**config.mk**
```make
export PLATFORM = sky130hd
export DESIGN_NAME = score_sequencer
export DESIGN_NICKNAME = d
export VERILOG_FILES = /design/src/rtl/score_sequencer_pkg.sv /design/src/rtl/score_sequencer_beat_timer.sv /design/src/rtl/score_sequencer.sv
export SDC_FILE = /design/constraint.sdc
export NUM_CORES = 1
export LEC_CHECK = 0
export CAP_MARGIN = 10
export CELL_PAD_IN_SITES_DETAIL_PLACEMENT = 0
export CELL_PAD_IN_SITES_GLOBAL_PLACEMENT = 1
export CORE_MARGIN = 2
export CORE_UTILIZATION = 45
export CTS_CLUSTER_DIAMETER = 150
export CTS_CLUSTER_SIZE = 10
export DETAILED_ROUTE_END_ITERATION = 8
export PLACE_DENSITY_LB_ADDON = 0.12
export SYNTH_ARGS = -nofsm -noshare
export SYNTH_HDL_FRONTEND = slang
export SYNTH_SLANG_ARGS = --single-unit
```
**constraint.sdc**
```tcl
create_clock -name clk -period 3.05 [get_ports clk]
set_clock_uncertainty 0.05 [all_clocks]
set_input_delay 0.61 -clock clk [delete_from_list [all_inputs] [get_ports clk]]
set_output_delay 0.61 -clock clk [all_outputs]
set_load 0.03 [all_outputs]
```
**src/rtl/score_sequencer_pkg.sv**
```systemverilog
// score_sequencer_pkg: state encoding, score entry layout and shared constants
package score_sequencer_pkg;

    typedef logic [2:0] state_t;

    localparam logic [2:0] S_IDLE  = 3'd0;
    localparam logic [2:0] S_FETCH = 3'd1;
    localparam logic [2:0] S_LOAD  = 3'd2;
    localparam logic [2:0] S_PLAY  = 3'd3;
    localparam logic [2:0] S_GAP   = 3'd4;

    localparam int SHIFT_MSB = 7;
    localparam int SHIFT_LSB = 6;
    localparam int NOTE_MSB  = 5;
    localparam int NOTE_LSB  = 3;
    localparam int DUR_MSB   = 2;
    localparam int DUR_LSB   = 0;

    localparam logic [2:0] END_MARKER_DUR = 3'd0;
    localparam logic [2:0] NOTE_REST      = 3'd0;

    function automatic int max_int(input int a, input int b);
        return a > b ? a : b;
    endfunction

endpackage

```
**src/rtl/score_sequencer_beat_timer.sv**
```systemverilog
// score_sequencer_beat_timer: loadable down-counter with enable and terminal-count pulse
module score_sequencer_beat_timer #(
    parameter int W = 8
) (
    input  logic         clk,
    input  logic         rst_n,
    input  logic         load,
    input  logic [W-1:0] load_val,
    input  logic         en,
    output logic         tc
);

    logic [W-1:0] cnt_q, cnt_d;

    always_comb begin
        cnt_d = load ? load_val : (en && cnt_q != '0) ? cnt_q - 1'b1 : cnt_q;
    end

    assign tc = en && cnt_q == W'(1);

    always_ff @(posedge clk or negedge rst_n) begin
        if (!rst_n) cnt_q <= '0;
        else        cnt_q <= cnt_d;
    end

endmodule

```
**src/rtl/score_sequencer.sv**
```systemverilog
// score_sequencer: ROM-driven note sequencer for the tone generator; SCORE_LIVE_OVERRIDE_EN adds live_en/live_shift/live_note
module score_sequencer
    import score_sequencer_pkg::*;
#(
    parameter int BEAT_CYCLES = 12_500_000,
    parameter int GAP_CYCLES  = 1_000_000,
    parameter int ADDR_W      = 8
) (
    input  logic              clk,
    input  logic              rst_n,
    input  logic              start,
    input  logic              stop,
    input  logic              pause,
    input  logic              loop,
    output logic [ADDR_W-1:0] rom_addr,
    output logic              rom_rd,
    input  logic [7:0]        rom_data,
    output logic [1:0]        shift,
    output logic [2:0]        note,
    output logic              tone_en,
    output logic              busy,
    output logic              done
`ifdef SCORE_LIVE_OVERRIDE_EN
    ,
    input  logic              live_en,
    input  logic [1:0]        live_shift,
    input  logic [2:0]        live_note
`endif
);

    localparam int TW = $clog2(max_int(7 * BEAT_CYCLES, GAP_CYCLES) + 1);

    state_t            state_q, state_d;
    logic [ADDR_W-1:0] addr_q, addr_d;
    logic              rd_q, rd_d;
    logic [1:0]        ent_shift_q, ent_shift_d;
    logic [2:0]        ent_note_q, ent_note_d;
    logic [1:0]        shift_q, shift_d;
    logic [2:0]        note_q, note_d;
    logic              tone_q, tone_d;
    logic              busy_q, busy_d;
    logic              done_q, done_d;
    logic              t_load, t_en, t_tc;
    logic [TW-1:0]     t_val;
    logic              note_end, score_end, hold;
    logic [1:0]        rom_shift;
    logic [2:0]        rom_note, rom_dur;

    assign rom_shift = rom_data[SHIFT_MSB:SHIFT_LSB];
    assign rom_note  = rom_data[NOTE_MSB:NOTE_LSB];
    assign rom_dur   = rom_data[DUR_MSB:DUR_LSB];

`ifdef SCORE_LIVE_OVERRIDE_EN
    assign hold = pause | live_en;
`else
    assign hold = pause;
`endif

    assign t_en = (state_q == S_PLAY || state_q == S_GAP) && !hold;

    score_sequencer_beat_timer #(.W(TW)) u_timer (
        .clk      (clk),
        .rst_n    (rst_n),
        .load     (t_load),
        .load_val (t_val),
        .en       (t_en),
        .tc       (t_tc)
    );

    always_comb begin
        state_d     = state_q;
        addr_d      = addr_q;
        done_d      = 1'b0;
        ent_shift_d = ent_shift_q;
        ent_note_d  = ent_note_q;
        t_load      = 1'b0;
        t_val       = '0;
        note_end    = 1'b0;
        score_end   = 1'b0;
        case (state_q)
            S_IDLE: if (start && !stop) begin
                state_d = S_FETCH;
                addr_d  = '0;
            end
            S_FETCH: state_d = S_LOAD;
            S_LOAD: if (rom_dur == END_MARKER_DUR) score_end = 1'b1;
            else begin
                ent_shift_d = rom_shift;
                ent_note_d  = rom_note;
                t_load      = 1'b1;
                t_val       = TW'(int'(rom_dur) * BEAT_CYCLES);
                state_d     = S_PLAY;
            end
            S_PLAY: if (t_tc) begin
                if (GAP_CYCLES > 0) begin
                    state_d = S_GAP;
                    t_load  = 1'b1;
                    t_val   = TW'(GAP_CYCLES);
                end else note_end = 1'b1;
            end
            S_GAP: note_end = t_tc;
            default: state_d = S_IDLE;
        endcase
        if (note_end && addr_q != '1) begin
            addr_d  = addr_q + 1'b1;
            state_d = S_FETCH;
        end
        // the last ROM address ends the score instead of wrapping
        if (score_end || (note_end && addr_q == '1)) begin
            addr_d  = '0;
            state_d = loop ? S_FETCH : S_IDLE;
            done_d  = !loop;
        end
        if (stop && state_q != S_IDLE) begin
            state_d = S_IDLE;
            addr_d  = '0;
            done_d  = 1'b0;
        end
        shift_d = state_d == S_PLAY ? ent_shift_d : 2'd0;
        note_d  = state_d == S_PLAY ? ent_note_d : NOTE_REST;
        tone_d  = state_d == S_PLAY && ent_note_d != NOTE_REST && !hold;
`ifdef SCORE_LIVE_OVERRIDE_EN
        if (live_en) begin
            shift_d = live_shift;
            note_d  = live_note;
            tone_d  = live_note != NOTE_REST;
        end
`endif
        rd_d   = state_d == S_FETCH;
        busy_d = state_d != S_IDLE;
    end

    always_ff @(posedge clk or negedge rst_n) begin
        if (!rst_n) begin
            state_q     <= S_IDLE;
            addr_q      <= '0;
            rd_q        <= 1'b0;
            ent_shift_q <= 2'd0;
            ent_note_q  <= NOTE_REST;
            shift_q     <= 2'd0;
            note_q      <= NOTE_REST;
            tone_q      <= 1'b0;
            busy_q      <= 1'b0;
            done_q      <= 1'b0;
        end else begin
            state_q     <= state_d;
            addr_q      <= addr_d;
            rd_q        <= rd_d;
            ent_shift_q <= ent_shift_d;
            ent_note_q  <= ent_note_d;
            shift_q     <= shift_d;
            note_q      <= note_d;
            tone_q      <= tone_d;
            busy_q      <= busy_d;
            done_q      <= done_d;
        end
    end

    assign rom_addr = addr_q;
    assign rom_rd   = rd_q;
    assign shift    = shift_q;
    assign note     = note_q;
    assign tone_en  = tone_q;
    assign busy     = busy_q;
    assign done     = done_q;

endmodule

```
==> results.cfg, run 1 <==
[global_route]
grt_max_degree = 53
overflow = 0
grtUsageMet2_pct = 37.8
grt_busiest_layer = met2
grt_pass1_vias = 3277
grt_use_total_pct = 23.5
grt.met1_usage_pct = 33.0
grt_pass1_wl_um = 16400
grt_util_met3_pct = 3.19
antenna_found_initial = 0

[final_layout]
fill_cells = 749
synthToLayoutAreaGrowth_pct = 23.4
diodes = 0
nets = 517
drive_above_1_share_pct = 18.1
final_cell_mix = dfrtp_1 (52), buf_4 (50), nor2_1 (39)
final_util_pct = 56.4
instances_no_fill = 591
final_common_cell = dfrtp_1
final_area_um2 = 4570

[placed_design]
placed_area_um2 = 4400
routabilityCongestion = 0.950
portBuffers = 30
place_ws_ps = -423
dp_hpwl_um = 7520
dp_cells = 581

[setup_path]
cp_top_family = buffers and inverters
critical_path_class = input pin to register
cp-end-kind = register
startpoint_type = input pin
cp_max_fo = 3
crit_buf_inv = 3
r2r_start = u_timer.cnt_q[9]
path_cells = clkdlybuf4s50_1 > fa_1 > buf_4 > ha_1 > and4_1 > buf_4 > a31o_2 > a21oi_1 > o21ai_1 > xnor2_1 > o21ai_0
reg2regPathDepth = 6
cp.arrival_ps = 3110
r2r_setup_slack_ps = 420
crit_required_ps = 3190
cp_common_cell = buf_4
reg2reg_to = u_timer.cnt_q[26]
critPathMaxStageDelay_ps = 500
slowest_stage = clkdlybuf4s50_1

[logic_synthesis]
syn_area_um2 = 3700
synthCells = 418
yosysWarningCount = 0
synthArstFlopShare_pct = 100
ys_ff_latch = 52
ys_seq_area_share_pct = 35.2
synth-main-ff-cell = dfrtp_1
synth_cell_types = 71
avgSynthCellArea_um2 = 8.85
synth_nets = 450
synth_edf_count = 0

[route]
vias = 3515
drc_errors = 0
ant_nets = 0
detail_route.iter0.violations = 250
finalWirelength_um = 10100
routedWlPerCell_um = 17.1
vias_per_cell = 5.95
drt_first_pass_iters = 5

[floorplanning]
coreArea_um2 = 8090
die_h_um = 94.7
die-area_um2 = 8970
rows = 33
die_w_um = 94.7
initial_core_util_pct = 45.7
io_pins = 31

[clock_tree]
cts.root.buffer_cell = clkbuf_8
cts_made_buffers = 5
clkSinkCount = 52
cts_tree = yes
clk_latency_ps = 320
clk_pin_slew_worst_paths_ps = 100
cts_max_path_buffers = 2
htree_levels = 2

[timing]
tightestPinTransition_ps = 780
tns_ps = 0
fin_hold_ws_ps = 334
rsz0062_at_grt = yes
min_period_ps = 2970
timing.final.ws_setup_ps = 82.5
hold_violations = 0
finalSetupViolCount = 0
period_share_pct = 97.3
final_max_slew_viol_count = 0
maxSlewHeadroom_pct = 47.6
timing.fmax_ghz = 0.337

[pwr]
ir_drop_mv = 0.365
p_per_area_nw_per_um2 = 820
total_power_mw = 3.75
leakagePower_nw = 1.96

[run]
cap_violations = 0

[run_status]
status = finished clean

[hold_path]
hold_class = input pin to async pin
state kept, by name, summed over array words and instances (netlist names):
register	cells
rom_rd	1
u_timer.cnt_q	27
shift	2
ent_note_q	3
rom_addr	8
done	1
tone_en	1
ent_shift_q	2
state_q	3
note	3
busy	1
cell usage after synthesis (all sizes together), types with 3 or more instances:
library cell | number | area (um2)
o21ai | 27 | 135
inv | 12 | 45.0
nand3 | 18 | 113
a211oi | 5 | 37.5
a41oi | 5 | 43.8
o311ai | 3 | 26.3
mux2i | 4 | 40.0
o21bai | 4 | 30.0
a31oi | 6 | 37.5
nor3b | 5 | 42.5
nor4 | 8 | 92.6
nand2b | 4 | 25.0
clkbuf | 10 | 37.5
and3 | 10 | 62.6
a221oi | 3 | 26.3
nor2 | 40 | 158
nand2 | 39 | 149
nand4 | 8 | 56.3
nor3 | 16 | 90.1
buf | 11 | 70.1
o211ai | 4 | 30.0
a211o | 3 | 27.5
fa | 3 | 60.1
or4 | 3 | 30.0
or3 | 4 | 25.0
a21o | 7 | 52.6
o21a | 4 | 30.0
a21oi | 28 | 144
ha | 15 | 188
xor2 | 10 | 87.6
and4 | 4 | 35.0
xnor2 | 9 | 78.8
dfrtp | 52 | 1300
and2 | 4 | 25.0
a32oi | 3 | 26.3
worst register-to-register path, stage by stage, from the launching register on:
cell and delay, ps:
dfrtp_1 460, nor4_1 550, nand3_4 240, o41ai_2 610
nand2_1 280, o21a_1 180, o22a_1 170
kinds of logic (layout without fill, tap and decap cells):
| logic type | after synthesis | in the layout | share of synthesized area (%) |
|---|---|---|---|
| AND/OR/NAND/NOR | 173 | 173 | 26.6 |
| buffers and inverters | 33 | 101 | 4.12 |
| multiplexers | 4 | 4 | 1.08 |
| flip-flops | 52 | 52 | 35.2 |
| AO/OA/AOI/OAI | 119 | 119 | 21.8 |
| XOR/XNOR | 19 | 19 | 4.50 |
| adder cells (fa/ha/maj) | 18 | 18 | 6.69 |
worst max-delay path by stage:
| stage | to | startpoint | cells after the start | slack (ps) |
|---|---|---|---|---|
| after floorplan | u_timer.cnt_q[23] | rom_data[0] | 9 | 70 |
| after global placement | u_timer.cnt_q[23] | rom_data[0] | 10 | -380 |
| after detailed placement | u_timer.cnt_q[23] | rom_data[0] | 10 | -420 |
| after CTS | u_timer.cnt_q[23] | rom_data[2] | 10 | 7 |
| after global routing | u_timer.cnt_q[23] | rom_data[2] | 11 | -10 |
| final | u_timer.cnt_q[24] | rom_data[2] | 11 | 80 |
cell type report:
type	instances	area (um2)	share of cell area [%]
flip-flops and latches	52	1300	28.5
clock buffers	5	68.8	1.51
repair buffers	81	696	15.2
well taps	105	131	2.88
clock inverters	3	46.3	1.01
inverters	12	45.0	0.987
multi-input cells	333	2280	49.9
layer usage:
metal  vias up  wire length [um]
met3         9               435
met2       102              4730
met1      1719              4820
li1       1685                 -
met4         0               143
met5         -                 0
what timing repair did:
action                     in CTS  in global routing
setup buffers                   1                  1
pin swaps                       2                  3
gates resized for setup         2                  8
setup endpoints to repair       3                  7
hold buffers                    0                  0
power breakdown:
group	total [mW]	internal, mW	switching (mW)
combinational	2.04	0.842	1.20
sequential	1.20	0.941	0.260
clock	0.505	0.248	0.258
total	3.75	2.03	1.71
Power figures use the tool's default switching activity.
==> run 2: changes to the inputs <==
--- a/config.mk
+++ b/config.mk
@@ -14,6 +14,8 @@
 export CTS_CLUSTER_SIZE = 10
 export DETAILED_ROUTE_END_ITERATION = 8
 export PLACE_DENSITY_LB_ADDON = 0.12
+export SKIP_CTS_REPAIR_TIMING = 1
+export SLEW_MARGIN = 20
 export SYNTH_ARGS = -nofsm -noshare
 export SYNTH_HDL_FRONTEND = slang
 export SYNTH_SLANG_ARGS = --single-unit
==> run 2 against run 1 <==
  * Die area did not move
  * Clock power barely moved
  * Fmax fell by 0.29%
  * Final cell count fell by 0.17%
  * Sequential share of layout area barely moved
  * Routed wire length barely moved
  * Core utilization fell by 0.062 points
  * Total power barely moved
  * Combinational power barely moved
  * Sequential cell count did not move
  * Global-route usage barely moved
==> results.cfg, run 2 (synthesis gave the netlist of run 1 again) <==
[run]
cap_violations = 0

[final_layout]
final_cell_mix = dfrtp_1 (52), buf_4 (49), nor2_1 (39)
fill_cells = 749
final_util_pct = 56.4
instances_no_fill = 590
synthToLayoutAreaGrowth_pct = 23.2
final_common_cell = dfrtp_1
top_register = u_timer.cnt_q
nets = 516
largest_register_ffs = 27
diodes = 0
drive_above_1_share_pct = 18.1

[timing]
finalSetupViolCount = 0
timing.final.ws_setup_ps = 73.9
tightestPinTransition_ps = 768
fin_hold_ws_ps = 336
min_period_ps = 2980
hold_violations = 0
timing.fmax_ghz = 0.336
rsz0062_at_grt = yes
final_max_slew_viol_count = 0
period_share_pct = 97.6
maxSlewHeadroom_pct = 48.4

[setup_path]
worstSetupEndpoint = u_timer.cnt_q[24]
startpoint_type = input pin
r2r_start = u_timer.cnt_q[9]
critical_path_class = input pin to register
cp_max_fo = 3
reg2reg_to = u_timer.cnt_q[26]
reg2regPathDepth = 6
critPathLaunch = rom_data[0]
crit_required_ps = 3190
cp-end-kind = register
r2r_setup_slack_ps = 400
cp.arrival_ps = 3110

[floorplanning]
die-area_um2 = 8970
initial_core_util_pct = 45.7
die_h_um = 94.7
die_w_um = 94.7
io_pins = 31
rows = 33
coreArea_um2 = 8090

[route]
finalWirelength_um = 10100
drt_first_pass_iters = 7
vias = 3506
routedWlPerCell_um = 17.2
ant_nets = 0
drc_errors = 0
vias_per_cell = 5.94
detail_route.iter0.violations = 255

[placed_design]
dp_hpwl_um = 7520
place_ws_ps = -423
dp_cells = 581
portBuffers = 30
routabilityCongestion = 0.950

[hold_path]
hold_class = input pin to async pin

[clock_tree]
cts_made_buffers = 5
cts_tree = yes
clk_latency_ps = 310
clkSinkCount = 52
cts.root.buffer_cell = clkbuf_8
cts_max_path_buffers = 2
htree_levels = 2
clk_pin_slew_worst_paths_ps = 100

[run_status]
status = finished clean

[global_route]
grt_max_degree = 53
grt_pass1_wl_um = 16400
overflow = 0
grt_pass1_vias = 3274
antenna_found_initial = 0
grt_use_total_pct = 23.5

[pwr]
leakagePower_nw = 1.95
ir_drop_mv = 0.365
total_power_mw = 3.74
p_per_area_nw_per_um2 = 821
-- run 2: cell types whose count changed in the layout (fill, tap and decap cells not counted), sizes merged --
| cell | delta |
|---|---|
| buf | -1 |
-- run 2: metrics by stage --
| stage | setup TNS (ps) | cell area [um2] |
|---|---|---|
| after floorplan | 0 | 3700 |
| after global placement | -2610 | 4400 |
| after detailed placement | -2730 | 4400 |
| after CTS | -175 | 4520 |
| after global routing | -45.5 | 4560 |
| final | 0 | 4560 |
-- run 2: how the worst min path moves through the flow --
stage	startpoint	end	slack (ps)	depth (start not counted)
after floorplan	rst_n	busy	260	0
after global placement	ent_shift_q[0]	ent_shift_q[0]	410	2
after detailed placement	ent_shift_q[0]	ent_shift_q[0]	410	2
after CTS	rst_n	rom_addr[2]	400	2
after global routing	rst_n	rom_addr[2]	420	2
final	rst_n	rom_addr[2]	340	2
-- run 2: worst max-delay path: stages --
cell             delay [ps]
clkdlybuf4s50_1         500
fa_1                    470
buf_4                   160
ha_1                    280
and4_1                  240
buf_4                   140
a31o_2                  210
a21oi_1                 130
o21ai_1                 100
xnor2_1                 180
o21ai_0                 100
-- run 2: cell type report --
cell class | instances | area, um2 | share of cell area, %
Inverter | 12 | 45.0 | 0.988
Multi-Input combinational cell | 333 | 2280 | 50.0
Sequential cell | 52 | 1300 | 28.5
Tap cell | 105 | 131 | 2.88
Clock inverter | 3 | 46.3 | 1.02
Timing Repair Buffer | 80 | 688 | 15.1
Clock buffer | 5 | 68.8 | 1.51
-- run 2: metal layers --
metal	GRT usage, %	routed length, um
met1	33.1	4780
met2	37.8	4730
met3	3.19	464
met4	6.52	164
met5	0	0
-- run 2: where the power goes --
| group | leakage (nW) | switching, mW | internal, mW |
|---|---|---|---|
| clock | 0.0548 | 0.257 | 0.248 |
| sequential | 0.668 | 0.260 | 0.941 |
| combinational | 1.23 | 1.20 | 0.841 |
